<file path="src/rtl/dbus_controller.sv">
//==============================================================================
// dbus_controller : round-robin arbiter, region decoder and fixed-latency read
// tracker sharing the CPU data bus between m0 (LSU) and m1 (DMA/debug).
// Optional macro DBUS_DECODE_ERR_EN enables decode-error pulses on m0/m1_err_o.
// Revision: 1.0
//==============================================================================
`default_nettype none

module dbus_controller #(
    parameter int READ_LATENCY = 1,
    parameter int REGION_LSB   = 28
) (
    input  logic        clk_i,
    input  logic        reset_i,
    input  logic        m0_req_i,
    input  logic [31:0] m0_addr_i,
    input  logic        m0_wr_i,
    input  logic [31:0] m0_wdata_i,
    input  logic [3:0]  m0_wmask_i,
    input  logic        m1_req_i,
    input  logic [31:0] m1_addr_i,
    input  logic        m1_wr_i,
    input  logic [31:0] m1_wdata_i,
    input  logic [3:0]  m1_wmask_i,
    output logic        m0_gnt_o,
    output logic        m1_gnt_o,
    output logic        m0_rvalid_o,
    output logic        m1_rvalid_o,
    output logic [31:0] m0_rdata_o,
    output logic [31:0] m1_rdata_o,
    output logic        m0_err_o,
    output logic        m1_err_o,
    output logic [8:0]  bus_cs_o,
    output logic [31:0] bus_addr_o,
    output logic [31:0] bus_wdata_o,
    output logic [3:0]  bus_wmask_o,
    input  logic [31:0] bus_rdata_i
);

    typedef enum logic [1:0] {
        S_IDLE   = 2'd0,
        S_ACCESS = 2'd1,
        S_WAIT   = 2'd2
    } state_t;

    localparam logic [1:0] c_LAT_M1 = 2'(READ_LATENCY - 1);

    state_t      state_q;
    logic        last_q;
    logic        owner_q;
    logic        wr_q;
    logic        unmapped_q;
    logic [1:0]  cnt_q;
    logic [8:0]  bus_cs_q;
    logic [31:0] bus_addr_q;
    logic [31:0] bus_wdata_q;
    logic [3:0]  bus_wmask_q;
    logic        rvalid0_q;
    logic        rvalid1_q;
    logic [31:0] rdata0_q;
    logic [31:0] rdata1_q;

    logic        w_gnt0;
    logic        w_gnt1;
    logic [31:0] w_addr;
    logic        w_wr;
    logic [31:0] w_wdata;
    logic [3:0]  w_wmask;
    logic [3:0]  w_region;
    logic [8:0]  w_cs;

    // last_q holds the most recent owner; resetting it to m1 makes m0 preferred.
    assign w_gnt0 = (state_q == S_IDLE) && m0_req_i && (!m1_req_i || last_q);
    assign w_gnt1 = (state_q == S_IDLE) && m1_req_i && (!m0_req_i || !last_q);

    assign w_addr   = w_gnt1 ? m1_addr_i  : m0_addr_i;
    assign w_wr     = w_gnt1 ? m1_wr_i    : m0_wr_i;
    assign w_wdata  = w_gnt1 ? m1_wdata_i : m0_wdata_i;
    assign w_wmask  = w_gnt1 ? m1_wmask_i : m0_wmask_i;
    assign w_region = w_addr[REGION_LSB+3 -: 4];
    assign w_cs     = (w_region <= 4'd8) ? (9'd1 << w_region) : 9'd0;

`ifdef DBUS_DECODE_ERR_EN
    logic err0_q;
    logic err1_q;
`endif

    always_ff @(posedge clk_i) begin
        if (reset_i) begin
            state_q     <= S_IDLE;
            last_q      <= 1'b1;
            owner_q     <= 1'b0;
            wr_q        <= 1'b0;
            unmapped_q  <= 1'b0;
            cnt_q       <= 2'd0;
            bus_cs_q    <= 9'd0;
            bus_addr_q  <= 32'd0;
            bus_wdata_q <= 32'd0;
            bus_wmask_q <= 4'd0;
            rvalid0_q   <= 1'b0;
            rvalid1_q   <= 1'b0;
            rdata0_q    <= 32'd0;
            rdata1_q    <= 32'd0;
`ifdef DBUS_DECODE_ERR_EN
            err0_q      <= 1'b0;
            err1_q      <= 1'b0;
`endif
        end else begin
            rvalid0_q <= 1'b0;
            rvalid1_q <= 1'b0;
`ifdef DBUS_DECODE_ERR_EN
            err0_q    <= 1'b0;
            err1_q    <= 1'b0;
`endif
            case (state_q)
                S_IDLE: begin
                    if (w_gnt0 || w_gnt1) begin
                        owner_q     <= w_gnt1;
                        last_q      <= w_gnt1;
                        wr_q        <= w_wr;
                        unmapped_q  <= (w_region > 4'd8);
                        bus_cs_q    <= w_cs;
                        bus_addr_q  <= w_addr;
                        bus_wdata_q <= w_wdata;
                        bus_wmask_q <= w_wr ? w_wmask : 4'd0;
                        state_q     <= S_ACCESS;
                    end
                end
                S_ACCESS: begin
                    bus_cs_q    <= 9'd0;
                    bus_addr_q  <= 32'd0;
                    bus_wdata_q <= 32'd0;
                    bus_wmask_q <= 4'd0;
                    if (wr_q) begin
                        state_q <= S_IDLE;
`ifdef DBUS_DECODE_ERR_EN
                        if (unmapped_q) begin
                            err0_q <= !owner_q;
                            err1_q <= owner_q;
                        end
`endif
                    end else begin
                        cnt_q   <= c_LAT_M1;
                        state_q <= S_WAIT;
                    end
                end
                S_WAIT: begin
                    if (cnt_q == 2'd0) begin
                        state_q <= S_IDLE;
                        if (owner_q) begin
                            rvalid1_q <= 1'b1;
                            rdata1_q  <= unmapped_q ? 32'd0 : bus_rdata_i;
                        end else begin
                            rvalid0_q <= 1'b1;
                            rdata0_q  <= unmapped_q ? 32'd0 : bus_rdata_i;
                        end
`ifdef DBUS_DECODE_ERR_EN
                        if (unmapped_q) begin
                            err0_q <= !owner_q;
                            err1_q <= owner_q;
                        end
`endif
                    end else begin
                        cnt_q <= cnt_q - 2'd1;
                    end
                end
                default: state_q <= S_IDLE;
            endcase
        end
    end

    assign m0_gnt_o    = w_gnt0;
    assign m1_gnt_o    = w_gnt1;
    assign m0_rvalid_o = rvalid0_q;
    assign m1_rvalid_o = rvalid1_q;
    assign m0_rdata_o  = rdata0_q;
    assign m1_rdata_o  = rdata1_q;
    assign bus_cs_o    = bus_cs_q;
    assign bus_addr_o  = bus_addr_q;
    assign bus_wdata_o = bus_wdata_q;
    assign bus_wmask_o = bus_wmask_q;

`ifdef DBUS_DECODE_ERR_EN
    assign m0_err_o = err0_q;
    assign m1_err_o = err1_q;
`else
    assign m0_err_o = 1'b0;
    assign m1_err_o = 1'b0;
`endif

endmodule

`default_nettype wire

</file>
<file path="config.mk">
export PLATFORM = sky130hd
export DESIGN_NAME = dbus_controller
export DESIGN_NICKNAME = d
export VERILOG_FILES = /design/src/rtl/dbus_controller.sv
export SDC_FILE = /design/constraint.sdc
export NUM_CORES = 1
export LEC_CHECK = 0
export ABC_AREA = 1
export BUFFER_PORTS_ARGS = -buffer_cell sky130_fd_sc_hd__buf_2
export CAP_MARGIN = 0
export CORE_AREA = 2 2 125 127
export CTS_CLUSTER_DIAMETER = 30
export CTS_CLUSTER_SIZE = 10
export DETAILED_ROUTE_END_ITERATION = 6
export DIE_AREA = 0 0 127 129
export HOLD_SLACK_MARGIN = 0.1
export PLACE_DENSITY = 0.76
export SLEW_MARGIN = 0
export SYNTH_ARGS = -nofsm -noshare
export SYNTH_HDL_FRONTEND = slang
export SYNTH_SLANG_ARGS = --single-unit
</file>
<file path="constraint.sdc">
create_clock -name clk_i -period 1.7 [get_ports clk_i]
set_input_delay 0.085 -clock clk_i [delete_from_list [all_inputs] [get_ports clk_i]]
set_output_delay 0.085 -clock clk_i [all_outputs]
set_load 0.01 [all_outputs]
</file>
# Word-level counts from Yosys, hierarchy flattened
# Index checks and enable logic that the tools add are counted.
# word_totals
regBits,151
latch_bits,0
ramBits,0
romBits,0
inputBits,174
output_inout_bits,147
word_cells,72
mem_count,0
# classes
add_sub_neg,1
n_mul,0
div_mod_pow,0
order_cmp,2
eq_ne,6
n_shift,1
mux,24
bitwise_logic,3
reduce_logical,21
# ops
cell,n
two-way mux 32 bit,5
one-hot mux 32 bit (2 select lines),2
two-way mux 9 bit,2
one-hot mux 9 bit (2 select lines),1
two-way mux 4 bit,3
two-way mux 2 bit,5
AND reduction 3 bit,3
left shift 1 x 4 -> 9 bit (first input constant),1
one-hot mux 4 bit (2 select lines),1
!= test 2 bit (second input constant),3
one-hot mux 2 bit (3 select lines),1
AND reduction 2 bit,3
> comparator 4 bit (second input constant),1
<= comparator 4 bit (second input constant),1
logical AND 1 bit,4
logical NOT 2 bit,2
one-hot mux 2 bit (2 select lines),1
nonzero test 2 bit,2
logical NOT 1 bit,3
logical OR 1 bit,3
two-way mux 1 bit,3
NOT 1 bit,3
OR reduction 3 bit,1
equality test 2 x 1 -> 1 bit (second input constant),1
3 further kinds,3

# Logic depth before layout (Yosys ltp)
# depth
depth_word,8
depth_mapped,9
mapped_depth_nobuf,9

# Worst setup path before layout
# No wires, ideal clock.
# synth_path
kind,register to register
start,register state_q[1]
end,"register rdata1_q[13], in the netlist m1_rdata_o[13]"
setup_ns,0.119
t_arrival_ns,1.274
t_required_ns,1.581
slack_ns,0.307
stages_incl_launch_ff,8
synth_period_minus_slack_ns,1.393
cell_sequence,dfxtp_1 -> inv_2 -> nor2_2 -> nand3_1 -> inv_1 -> buf_2 -> buf_2 -> a21oi_1
# synth_between
elab_chain_len,2
# synth_lines
element,line,text
start: declaration,48,state_t state_q;
start signal: assignment,90,state_q <= S_IDLE;
start signal: assignment,126,state_q <= S_ACCESS;
start signal: assignment,135,state_q <= S_IDLE;
equality test 2 bit,115,case (state_q)
AND reduction 3 bit (no line),--,
end signal: assignment,152,rdata1_q <= unmapped_q ? 32'd0 : bus_rdata_i;
end: declaration,61,logic [31:0] rdata1_q;
# Every way passes these cells.
# A chain may end at the register's enable or synchronous reset.

# Worst setup path after layout
# layout_path
start,register state_q[1]
end,"register bus_wdata_q[26], in the netlist bus_wdata_o[26]"
# layout_between
elab_chain_len,6
elab_cells_between_ends,13
# layout_lines
element,line,text
logical NOT 2 bit,"73, 74, 115",
logical AND 1 bit (on tied branches) (2 in a row),"74, 73",
two-way mux 32 bit or logical OR 1 bit (tied branches),"78, 117",
two-way mux 32 bit or != test 2 x 1 -> 1 bit (tied branches),--,
one-hot mux 32 bit (2 select lines) or AND reduction 2 bit (tied branches),--,
end signal: assignment,124,bus_wdata_q <= w_wdata;
end: declaration,56,logic [31:0] bus_wdata_q;
# Several ways; a longest one is shown, not always the timed one. The select of a mux whose other input is x is not followed.

==> impl_results.md <==
* Site Rows at between 40 and 50
* Worst r2r src: state_q[1]
* First-pass GRT wire length at 39800 µm
* Ports at 321
* Reg clk slew, reported paths at approximately 0.060 ns
* Root Driver: clkbuf_16
* Via density at between 5 and 6
* Drt first pass iters at 6
* Number of global-route vias before repair at between 8000 and 9000
* Final total power at 9.82 mW
* Synth Flop Type: dfxtp_1
* Worst path most repeated cell: nand2_1
* DR DRC count at 0
* Share of layout cells above drive strength 1 at about 28%
* Die H at 129 µm
* Final GP Congestion at just over 0.9
* Crit end category: flip-flop
* CP Launch Point: state_q[1]
* Critical path's slowest cell: dfxtp_1
* First-iteration detailed-routing DRC count at between 700 and 800
* Fmax at about 0.60 GHz
* CTS buffer count at 17
* Dominant cell by count in the synthesized netlist: nand2_1
* RSZ-0062 raised after global routing: yes
* Number of synthesized flops with an enable pin at 0
* Yosys warning total at 0
* Worst-path cell chain: nor2_4 > nand3_4 > inv_4 > buf_4 > buf_16 > nand2_1 > nand2_1 > nand3_1 > a21oi_1
* Core ar. at 15000 µm²
* Setup Crit Path Kind: flip-flop to flip-flop
* Peak VDD IR at 0.558 mV
* Cells after synthesis at approximately 940
* P&R area growth vs syn at 62.5%
* Flop2flop setup slack at ~0.043 ns
* Total track usage at 30.4%
* Congestion Overflow GR at 0
* Clk_lat worst skew at 0.42 ns
* CTS tree: yes
* Yosys cell types at 25
* Synth top area share at 47.0%
* Hold WC Path Type: primary input to flip-flop
* Number of synthesized register bits at 151
* Area leader, netlist: dfxtp_1
* Syn avg cell area at 6.85 µm²
* Critical Path AT at between 1.5 and 2 ns
* Design area at between 10000 and 15000 µm²
* Reg2reg path depth at 9
* Crit share post-route at between 90% and 100%
* Max Cap Viol at 0
* DR vias at between 8000 and 9000
* I/O Buffers at 318
* CTS Sinks at 151
* # setup viols final at 0
* Initial antenna violation count at 3
* Leakage Power at 5.27 nW
* Largest net degree at the start of global routing at 84
* Final net count at ~1600
* Mapped cell area at approximately 6400 µm²
* Slowest stage delay, CP at roughly 0.35 ns
* Crit start category: flip-flop
* WP data required at between 2 and 2.5 ns
* Asr flop ratio synth at 0%
* Worst clock skew at approximately 0.013 ns
* RR Endpoint: bus_wdata_o[26]
* Drt total wl at approximately 26000 µm
* Sequential fraction of the synthesis area at ~47%
* CTS Buffer Depth at 2
* Final hold violations at 0
* Routed wire length per instance at around 16 µm
* Initial Util at a little over two fifths
* Full die area at between 15000 and 20000 µm²
* Htree depth at 4
* Worst-path fanout max at 46
* Top cells by count, synth: nand2_1, dfxtp_1, a21oi_1
* Pwr Density at roughly 940 nW/µm²
* Final HPWL DP at ~14000 µm
* Min cycle time layout at between 1.5 and 2 ns
* Placed inst area at 8220 µm²
* Slew Limit Fails at 0
* Chip width at between 100 and 150 µm
* DRT antenna net count at 0
* Status: finished, final reports clean
* End point of the critical path: bus_wdata_o[26]
* Top cells by area, synth: dfxtp_1, nand2_1, a21oi_1, nand3_1, nor2_1
what timing repair did:
action                                 4_1_cts  5_1_grt
hold buffers                               161        0
setup endpoints to repair                    1       31
setup buffers                                3        0
resized for setup                            1        3
endpoints found under the hold margin      126        0
pin swaps                                    0        0
how the worst min path moves through the flow:
| stage | start | to | cells past startpoint | slack (ns) |
|---|---|---|---|---|
| 3_3_place_gp | bus_rdata_i[7] | m1_rdata_o[7] | 3 | 0.37 |
| 3_5_place_dp | bus_rdata_i[7] | m1_rdata_o[7] | 3 | 0.37 |
| 2_1_floorplan | bus_rdata_i[13] | m1_rdata_o[13] | 2 | 0.25 |
| 6_report | m0_wr_i | bus_wmask_o[3] | 5 | 0.12 |
| 5_1_grt | m0_addr_i[30] | bus_cs_o[1] | 6 | 0.13 |
| 4_1_cts | m0_wr_i | bus_wmask_o[0] | 5 | 0.11 |
layer usage:
layer	up-vias	part of all wire (%)	GRT usage, %
li1	3937	-	-
met1	3747	38	34.6
met2	561	48	50.9
met3	125	9.3	9.06
met4	2	4.9	17.7
met5	-	0.062	0
metrics by stage:
| step | TNS [ns] | util (%) | worst slack, ns | hold slack [ns] | cells |
|---|---|---|---|---|---|
| finish | 0 | 69.8 | 0.0433 | 0.116 | 1598 |
| global route | -0.145 | 69.8 | -0.0401 | 0.128 | 1597 |
| global placement | 0 | 54.9 | 0.135 | 0.366 | 1400 |
| floorplan | 0 | - | 0.307 | 0.250 | 940 |
| detailed placement | 0 | 54.9 | 0.104 | 0.367 | 1400 |
| CTS | 0 | 69.7 | 0.0948 | 0.105 | 1596 |
registers in the layout, summed over array words and instances, names as in the netlist, 2 cells and up:
signal       count
bus_addr_o      32
bus_cs_o         9
bus_wdata_o     32
bus_wmask_o      4
cnt_q            2
m0_rdata_o      32
m1_rdata_o      32
state_q          2
worst max-delay path: cells and delay by family, from the launching register on:
| family | cells | cell delay (ns) |
|---|---|---|
| simple gates | 5 | 0.57 |
| buf+inv | 3 | 0.46 |
| compound gates | 1 | 0.17 |
| flops | 1 | 0.35 |
cell usage in the layout (no fill, tap or decap), types with 2 or more instances in the layout:
| cell type | count |
|---|---|
| dlygate4sd3_1 | 161 |
| buf_2 | 318 |
| inv_6 | 4 |
| conb_1 | 2 |
| o21ai_0 | 56 |
| nand4_1 | 8 |
| nand3_1 | 73 |
| clkbuf_16 | 17 |
| inv_1 | 36 |
| clkinvlp_4 | 5 |
| nor2_2 | 3 |
| nand2_1 | 314 |
| nor2_1 | 86 |
| dfxtp_1 | 151 |
| o21ai_1 | 14 |
| inv_2 | 3 |
| buf_4 | 19 |
| nand2_2 | 2 |
| buf_12 | 7 |
| inv_8 | 2 |
| diode_2 | 2 |
| a21oi_1 | 111 |
cells by family after synthesis:
logic type	Yosys count	synth area share (%)
and+or+nand+nor	491	30.8
AOI/OAI and AO/OA	184	14.4
DFF	151	47.0
buffers and inverters	111	7.50
adders and majority gates	1	0.194
other	1	0.0583
layout make-up:
cell class              count  area [µm²]
flip-flops and latches    151        3020
inverters                  41         156
well taps                 188         235
repair buffers            506        3510
clock buffers              18         439
fillers                  1107        4520
diodes                      2        5.00
multi-input cells         678        2950
clock inverters            14         139
report_power, final:
group | leakage (nW) | switching [mW] | total [mW] | internal [mW]
clock network | 0.270 | 1.62 | 3.71 | 2.09
logic | 3.77 | 1.25 | 2.20 | 0.957
registers | 1.23 | 0.131 | 3.90 | 3.77
Power figures use the tool's default switching activity.
